File: src/rtl/isa_encoder_loader_if.sv
// Request handshake and instruction-memory write bus for isa_encoder_loader.
// master: the bench/boot sequencer side; slave: the loader.
interface isa_encoder_loader_if #(
  parameter int ADDR_W = 4
);
  logic              req_valid;
  logic              req_ready;
  logic              req_add;
  logic              req_li;
  logic              req_bne;
  logic [1:0]        req_a;
  logic [1:0]        req_b;
  logic [1:0]        req_c;
  logic              imem_we;
  logic [ADDR_W-1:0] imem_addr;
  logic [7:0]        imem_wdata;

  modport master (
    output req_valid, req_add, req_li, req_bne, req_a, req_b, req_c,
    input  req_ready, imem_we, imem_addr, imem_wdata
  );

  modport slave (
    input  req_valid, req_add, req_li, req_bne, req_a, req_b, req_c,
    output req_ready, imem_we, imem_addr, imem_wdata
  );
endinterface

File: src/rtl/isa_encoder_loader.sv
// Program loader for the sCPU instruction memory: encodes one-hot typed
// requests into 8-bit sISA words, writes them from address 0 upward and pads
// the remainder with the empty instruction (8'h40) on finish.
// Optional feature macro: ENC_ONEHOT_CHECK_EN (strict one-hot type check with
// a sticky err flag); when undefined the type is priority encoded and err = 0.
module isa_encoder_loader #(
  parameter int DEPTH  = 16,
  parameter int ADDR_W = 4
) (
  input  logic                 clk,
  input  logic                 rst,
  input  logic                 start,
  input  logic                 finish,
  isa_encoder_loader_if.slave  bus,
  output logic [ADDR_W:0]      inst_count,
  output logic                 done,
  output logic                 err
);

  typedef enum logic [1:0] {IDLE, LOAD, PAD, DONE} state_t;

  localparam logic [7:0]    EMPTY_WORD = 8'h40;
  localparam logic [ADDR_W:0] LAST_ADDR = (ADDR_W+1)'(DEPTH - 1);
  localparam logic [ADDR_W:0] FULL_ADDR = (ADDR_W+1)'(DEPTH);
  localparam logic [ADDR_W:0] ONE       = (ADDR_W+1)'(1);

  state_t            state_q, state_d;
  logic [ADDR_W:0]   addr_q, addr_d;
  logic [ADDR_W:0]   count_q, count_d;
  logic              err_q, err_d;
  logic              we_q, we_d;
  logic [ADDR_W-1:0] waddr_q, waddr_d;
  logic [7:0]        wdata_q, wdata_d;

  logic [1:0]        op;
  logic              type_ok;
  logic [7:0]        enc_word;
  logic              handshake;

  // Opcode selection from the request type flags.
  always_comb begin
    // NOTE: every signal written in a combinational block gets a default
    // first, so no path leaves it unassigned and no latch is inferred.
    op      = 2'b01;
    type_ok = 1'b1;
`ifdef ENC_ONEHOT_CHECK_EN
    case ({bus.req_add, bus.req_li, bus.req_bne})
      3'b100:  op = 2'b00;
      3'b010:  op = 2'b10;
      3'b001:  op = 2'b11;
      default: type_ok = 1'b0;
    endcase
`else
    if (bus.req_add)      op = 2'b00;
    else if (bus.req_li)  op = 2'b10;
    else if (bus.req_bne) op = 2'b11;
`endif
  end

  // Illegal or missing type encodes as the empty word; operands only otherwise.
  assign enc_word  = (!type_ok || op == 2'b01) ? EMPTY_WORD
                                               : {op, bus.req_a, bus.req_b, bus.req_c};
  assign handshake = bus.req_valid && (state_q == LOAD);

  // Next-state and next-datapath logic for the load FSM.
  always_comb begin
    state_d = state_q;
    addr_d  = addr_q;
    count_d = count_q;
    err_d   = err_q;
    we_d    = 1'b0;
    waddr_d = waddr_q;
    wdata_d = wdata_q;
    case (state_q)
      IDLE, DONE: begin
        if (start) begin
          state_d = LOAD;
          addr_d  = '0;
          count_d = '0;
          err_d   = 1'b0;
        end
      end
      LOAD: begin
        if (handshake) begin
          we_d    = 1'b1;
          waddr_d = addr_q[ADDR_W-1:0];
          wdata_d = enc_word;
          addr_d  = addr_q + ONE;
          count_d = count_q + ONE;
          if (!type_ok) err_d = 1'b1;
        end
        if (handshake && addr_q == LAST_ADDR) state_d = DONE;
        else if (finish)                      state_d = (addr_d == FULL_ADDR) ? DONE : PAD;
      end
      PAD: begin
        we_d    = 1'b1;
        waddr_d = addr_q[ADDR_W-1:0];
        wdata_d = EMPTY_WORD;
        addr_d  = addr_q + ONE;
        if (addr_q == LAST_ADDR) state_d = DONE;
      end
      default: state_d = IDLE;
    endcase
  end

  // State and registered write port; reset squashes any pending write.
  always_ff @(posedge clk) begin
    // NOTE: sequential state uses non-blocking assignments so every register
    // samples the pre-edge values regardless of statement order.
    if (rst) begin
      state_q <= IDLE;
      addr_q  <= '0;
      count_q <= '0;
      err_q   <= 1'b0;
      we_q    <= 1'b0;
      waddr_q <= '0;
      wdata_q <= '0;
    end else begin
      state_q <= state_d;
      addr_q  <= addr_d;
      count_q <= count_d;
      err_q   <= err_d;
      we_q    <= we_d;
      waddr_q <= waddr_d;
      wdata_q <= wdata_d;
    end
  end

  assign bus.req_ready  = (state_q == LOAD);
  assign bus.imem_we    = we_q;
  assign bus.imem_addr  = waddr_q;
  assign bus.imem_wdata = wdata_q;
  assign inst_count     = count_q;
  assign done           = (state_q == DONE);
  assign err            = err_q;

endmodule

File: src/flat_wrapper.sv
// flat-port wrapper written by rule: the top's interface ports become plain ports
module isa_encoder_loader_flat 
#(
  parameter int DEPTH  = 16,
  parameter int ADDR_W = 4
)
  (clk, rst, start, finish, inst_count, done, err, bus_req_valid, bus_req_add, bus_req_li, bus_req_bne, bus_req_a, bus_req_b, bus_req_c, bus_req_ready, bus_imem_we, bus_imem_addr, bus_imem_wdata);
  isa_encoder_loader_if #(.ADDR_W(ADDR_W)) bus_i ();
  input  logic clk;
  input  logic rst;
  input  logic start;
  input  logic finish;
  output logic [ADDR_W:0] inst_count;
  output logic done;
  output logic err;
  input wire logic [$bits(bus_i.req_valid)-1:0] bus_req_valid;
  input wire logic [$bits(bus_i.req_add)-1:0] bus_req_add;
  input wire logic [$bits(bus_i.req_li)-1:0] bus_req_li;
  input wire logic [$bits(bus_i.req_bne)-1:0] bus_req_bne;
  input wire logic [$bits(bus_i.req_a)-1:0] bus_req_a;
  input wire logic [$bits(bus_i.req_b)-1:0] bus_req_b;
  input wire logic [$bits(bus_i.req_c)-1:0] bus_req_c;
  output wire logic [$bits(bus_i.req_ready)-1:0] bus_req_ready;
  output wire logic [$bits(bus_i.imem_we)-1:0] bus_imem_we;
  output wire logic [$bits(bus_i.imem_addr)-1:0] bus_imem_addr;
  output wire logic [$bits(bus_i.imem_wdata)-1:0] bus_imem_wdata;
  assign bus_i.req_valid = bus_req_valid;
  assign bus_i.req_add = bus_req_add;
  assign bus_i.req_li = bus_req_li;
  assign bus_i.req_bne = bus_req_bne;
  assign bus_i.req_a = bus_req_a;
  assign bus_i.req_b = bus_req_b;
  assign bus_i.req_c = bus_req_c;
  assign bus_req_ready = bus_i.req_ready;
  assign bus_imem_we = bus_i.imem_we;
  assign bus_imem_addr = bus_i.imem_addr;
  assign bus_imem_wdata = bus_i.imem_wdata;
  isa_encoder_loader #(.DEPTH(DEPTH), .ADDR_W(ADDR_W)) u_core (.clk(clk), .rst(rst), .start(start), .finish(finish), .bus(bus_i), .inst_count(inst_count), .done(done), .err(err));
endmodule
File: config.mk
export PLATFORM = sky130hd
export DESIGN_NAME = isa_encoder_loader_flat
export DESIGN_NICKNAME = d
export VERILOG_FILES = /design/src/rtl/isa_encoder_loader_if.sv /design/src/rtl/isa_encoder_loader.sv /design/src/flat_wrapper.sv
export SDC_FILE = /design/constraint.sdc
export NUM_CORES = 1
export LEC_CHECK = 0
export ABC_CLOCK_PERIOD_IN_PS = 1830
export CAP_MARGIN = 20
export CORE_ASPECT_RATIO = 1.25
export CORE_UTILIZATION = 36
export CTS_BUF_LIST = sky130_fd_sc_hd__clkbuf_8
export CTS_CLUSTER_DIAMETER = 60
export DETAILED_ROUTE_END_ITERATION = 8
export PLACE_DENSITY = 0.68
export SKIP_CTS_REPAIR_TIMING = 1
export SLEW_MARGIN = 20
export SYNTH_ARGS = -nofsm -noshare
export SYNTH_HDL_FRONTEND = slang
export SYNTH_SLANG_ARGS = --single-unit
File: constraint.sdc
create_clock -name clk -period 1.83 [get_ports clk]
set_input_delay 0.366 -clock clk [delete_from_list [all_inputs] [get_ports clk]]
set_output_delay 0.366 -clock clk [all_outputs]
set_load 0.1 [all_outputs]
==> flow_summary.toml <==
[final_layout]
layout-drive-gt1-share_pct = 23.9
multi_input_area_sq_um = 723
seq_area_sq_um = 500
areaGrowthSynthToFinish_pct = 53.4
post-route-util_pct = 59.5
fin_nets = 201
n_antenna_cell = 0
n_fill_cell = 298
design_area_sq_um = 1950

[pwr]
p_total_mw = 2.44
ir_worst_vdd_uv = 895
power.leakage_nw = 0.772
p_per_area_nw_per_um2 = 1250

[yosys]
postSynthAreaPerCell_sq_um = 8.95
synth_cell_type_count = 44
ys.flop_type = "dfxtp_1"
synth_nets = 162
seq_area_frac_synth_pct = 39.4
synth-warning-count = 0
synthCells = 142
synth_edf_count = 0
synth_common_cells = "25 x dfxtp_1, 19 x nor2_1, 8 x a21oi_1, 8 x inv_1"
synth_area_sq_um = 1270
yosys-top-cells-area = "dfxtp_1 39%, ha_1 5.9%, nor2_1 5.6%"
synthArstFlopShare_pct = 0
ys_seq_elements = 25
synth_most_common_cell = "dfxtp_1"
yosysTopAreaCell = "dfxtp_1"
synth_top_area_share_pct = 39.4

[floorplan]
rows = 23
core_area_sq_um = 3280
dieArea_sq_um = 3770
ios = 35
die_h_microns = 68.4
dieWidth_microns = 55.2
start_util_pct = 38.7

[drt]
dr.pass1.iters = 4
routedWlPerCell_microns = 13.9
vias_per_cell = 5.43
vias = 1179
drt_wl_total_mm = 3.02
drtIter0Drc = 45
ant_nets = 0
drcViolationCount = 0

[clock_tree]
clkTransAtPathRegs_ns = 0.08
cts_root_buf = "clkbuf_8"
cts_buffer_depth = 2
htreeDepth = 1
numClockSinks = 25
clk_latency_ns = 0.26
tritoncts = "yes"
cts_made_buffers = 3

[timing]
min_period_ns = 1.73
period_share_pct = 94.5
finalSetupViolCount = 0
maxClockFrequency_mhz = 579
setup_tns_ns = 0
whs_ns = 0.495
hold_viol = 0
slew_viol_final = 0
rsz0062_at_grt = "no"
finClkSkew_ns = 0.00390

[critical_path]
cp_slowest_cell = "dfxtp_1"
start_kind = "register"
cp-end-kind = "register"
path_max_fanout = 4
r2r_end = "u_core.state_q[0]"
slowest_delay_ns = 0.32
r2r_start = "u_core.addr_q[0]"
criticalPathCategory = "register to register"
rrSetupSlack_ns = 0.10
r2r_cells = 7
crit_arrival_ns = 1.92
crit_chain = "ha_2, and3_1, ha_1, nand3b_1, o31ai_1, o2111ai_1, a211oi_2"
required_ns = 2.02

[global_route]
grtUsageTotal_pct = 18.4
grt_max_degree = 21
grt_antenna_before_repair = 0
grt_pass1_wl_mm = 5.08
grt_pass1_vias = 1203
overflow = 0

[placed_design]
dp_hpwl_mm = 2.29
place_area_sq_um = 1880
port_buffers = 33
gp_congestion = 0.887

[hold_path]
min_from = "u_core.addr_q[4]"
whs_path_depth = 1
min-delay-path-class = "register to register"
holdPathEnd = "u_core.addr_q[4]"

[outcome]
status = "finished clean"

[run]
maxCapViolCount = 0
through the flow:
stage,std cells,setup WS [ns]
floorplan,142,0.0823
global placement,213,-0.105
detailed placement,213,-0.183
CTS,217,-0.0417
global route,217,0.00362
finish,217,0.102
flip-flops by register name, indices dropped and copies added, names as in the netlist:
name / count
u_core.bus.imem_wdata: 8
u_core.addr_q: 5
u_core.inst_count: 5
u_core.bus.imem_addr: 4
u_core.state_q: 2
u_core.bus.imem_we: 1
worst max-delay path by stage:
stage / cells after the start / start / endpoint
floorplan: 7 / u_core.state_q[0] / u_core.bus.imem_addr[2]
global placement: 5 / bus_req_valid / u_core.bus.imem_addr[3]
detailed placement: 5 / bus_req_valid / u_core.bus.imem_addr[1]
CTS: 6 / u_core.state_q[0] / u_core.inst_count[3]
global route: 7 / u_core.state_q[0] / u_core.inst_count[4]
finish: 7 / u_core.addr_q[0] / u_core.state_q[0]
logic make-up (layout without fill, tap and decap cells):
family | Yosys count | after routing | synth area share (%)
buffers and inverters | 17 | 55 | 6.79
muxes | 6 | 6 | 5.12
other | 1 | 1 | 0.295
DFF | 25 | 25 | 39.4
adders and majority gates | 6 | 6 | 5.91
AOI/OAI and AO/OA | 34 | 34 | 18.4
and+or+nand+nor | 49 | 49 | 21.4
xor gates and xnor gates | 4 | 4 | 2.76
layer usage:
metal	track usage, %	up-vias	share of wire [%]
li1	-	579	-
met1	21.7	549	44
met2	31.2	43	49
met3	2.67	8	4.8
met4	9.69	0	2.3
met5	0	-	0
cell usage in the layout (no fill, tap or decap), types with 2 or more instances in the layout:
master            n
a22oi_1           6
nand4_1           3
a21o_1            2
nand2b_1          4
dfxtp_1          25
a211oi_1          2
buf_4            10
ha_1              4
clkbuf_8          3
a21oi_1           8
buf_12           20
xnor2_1           3
o21ai_0           4
mux2i_1           4
nand3b_1          2
nand2_1           5
inv_1             9
a22o_1            2
a31oi_1           2
nor2_1           19
nor3_1            6
clkdlybuf4s50_1  13
where the power goes:
group	total (mW)	internal, mW	switching, mW
Sequential	0.682	0.610	0.0715
Combinational	1.44	0.558	0.884
Clock	0.313	0.150	0.163
layout make-up:
type	instances	share of cell area, %
clock inverter	1	0.192
timing repair buffer	43	31.0
inverter	8	1.54
sequential	25	25.7
clock buffer	3	2.12
tap	37	2.37
multi-input combinational	100	37.1
critical path, delay by kind of cell, from the launching register on:
kind | cells | cell delay, ns
AO/OA/AOI/OAI | 3 | 0.50
adder cells (fa/ha/maj) | 2 | 0.48
AND/OR/NAND/NOR | 2 | 0.35
flip-flops | 1 | 0.32
No activity file was read; power rests on OpenSTA's default activity.
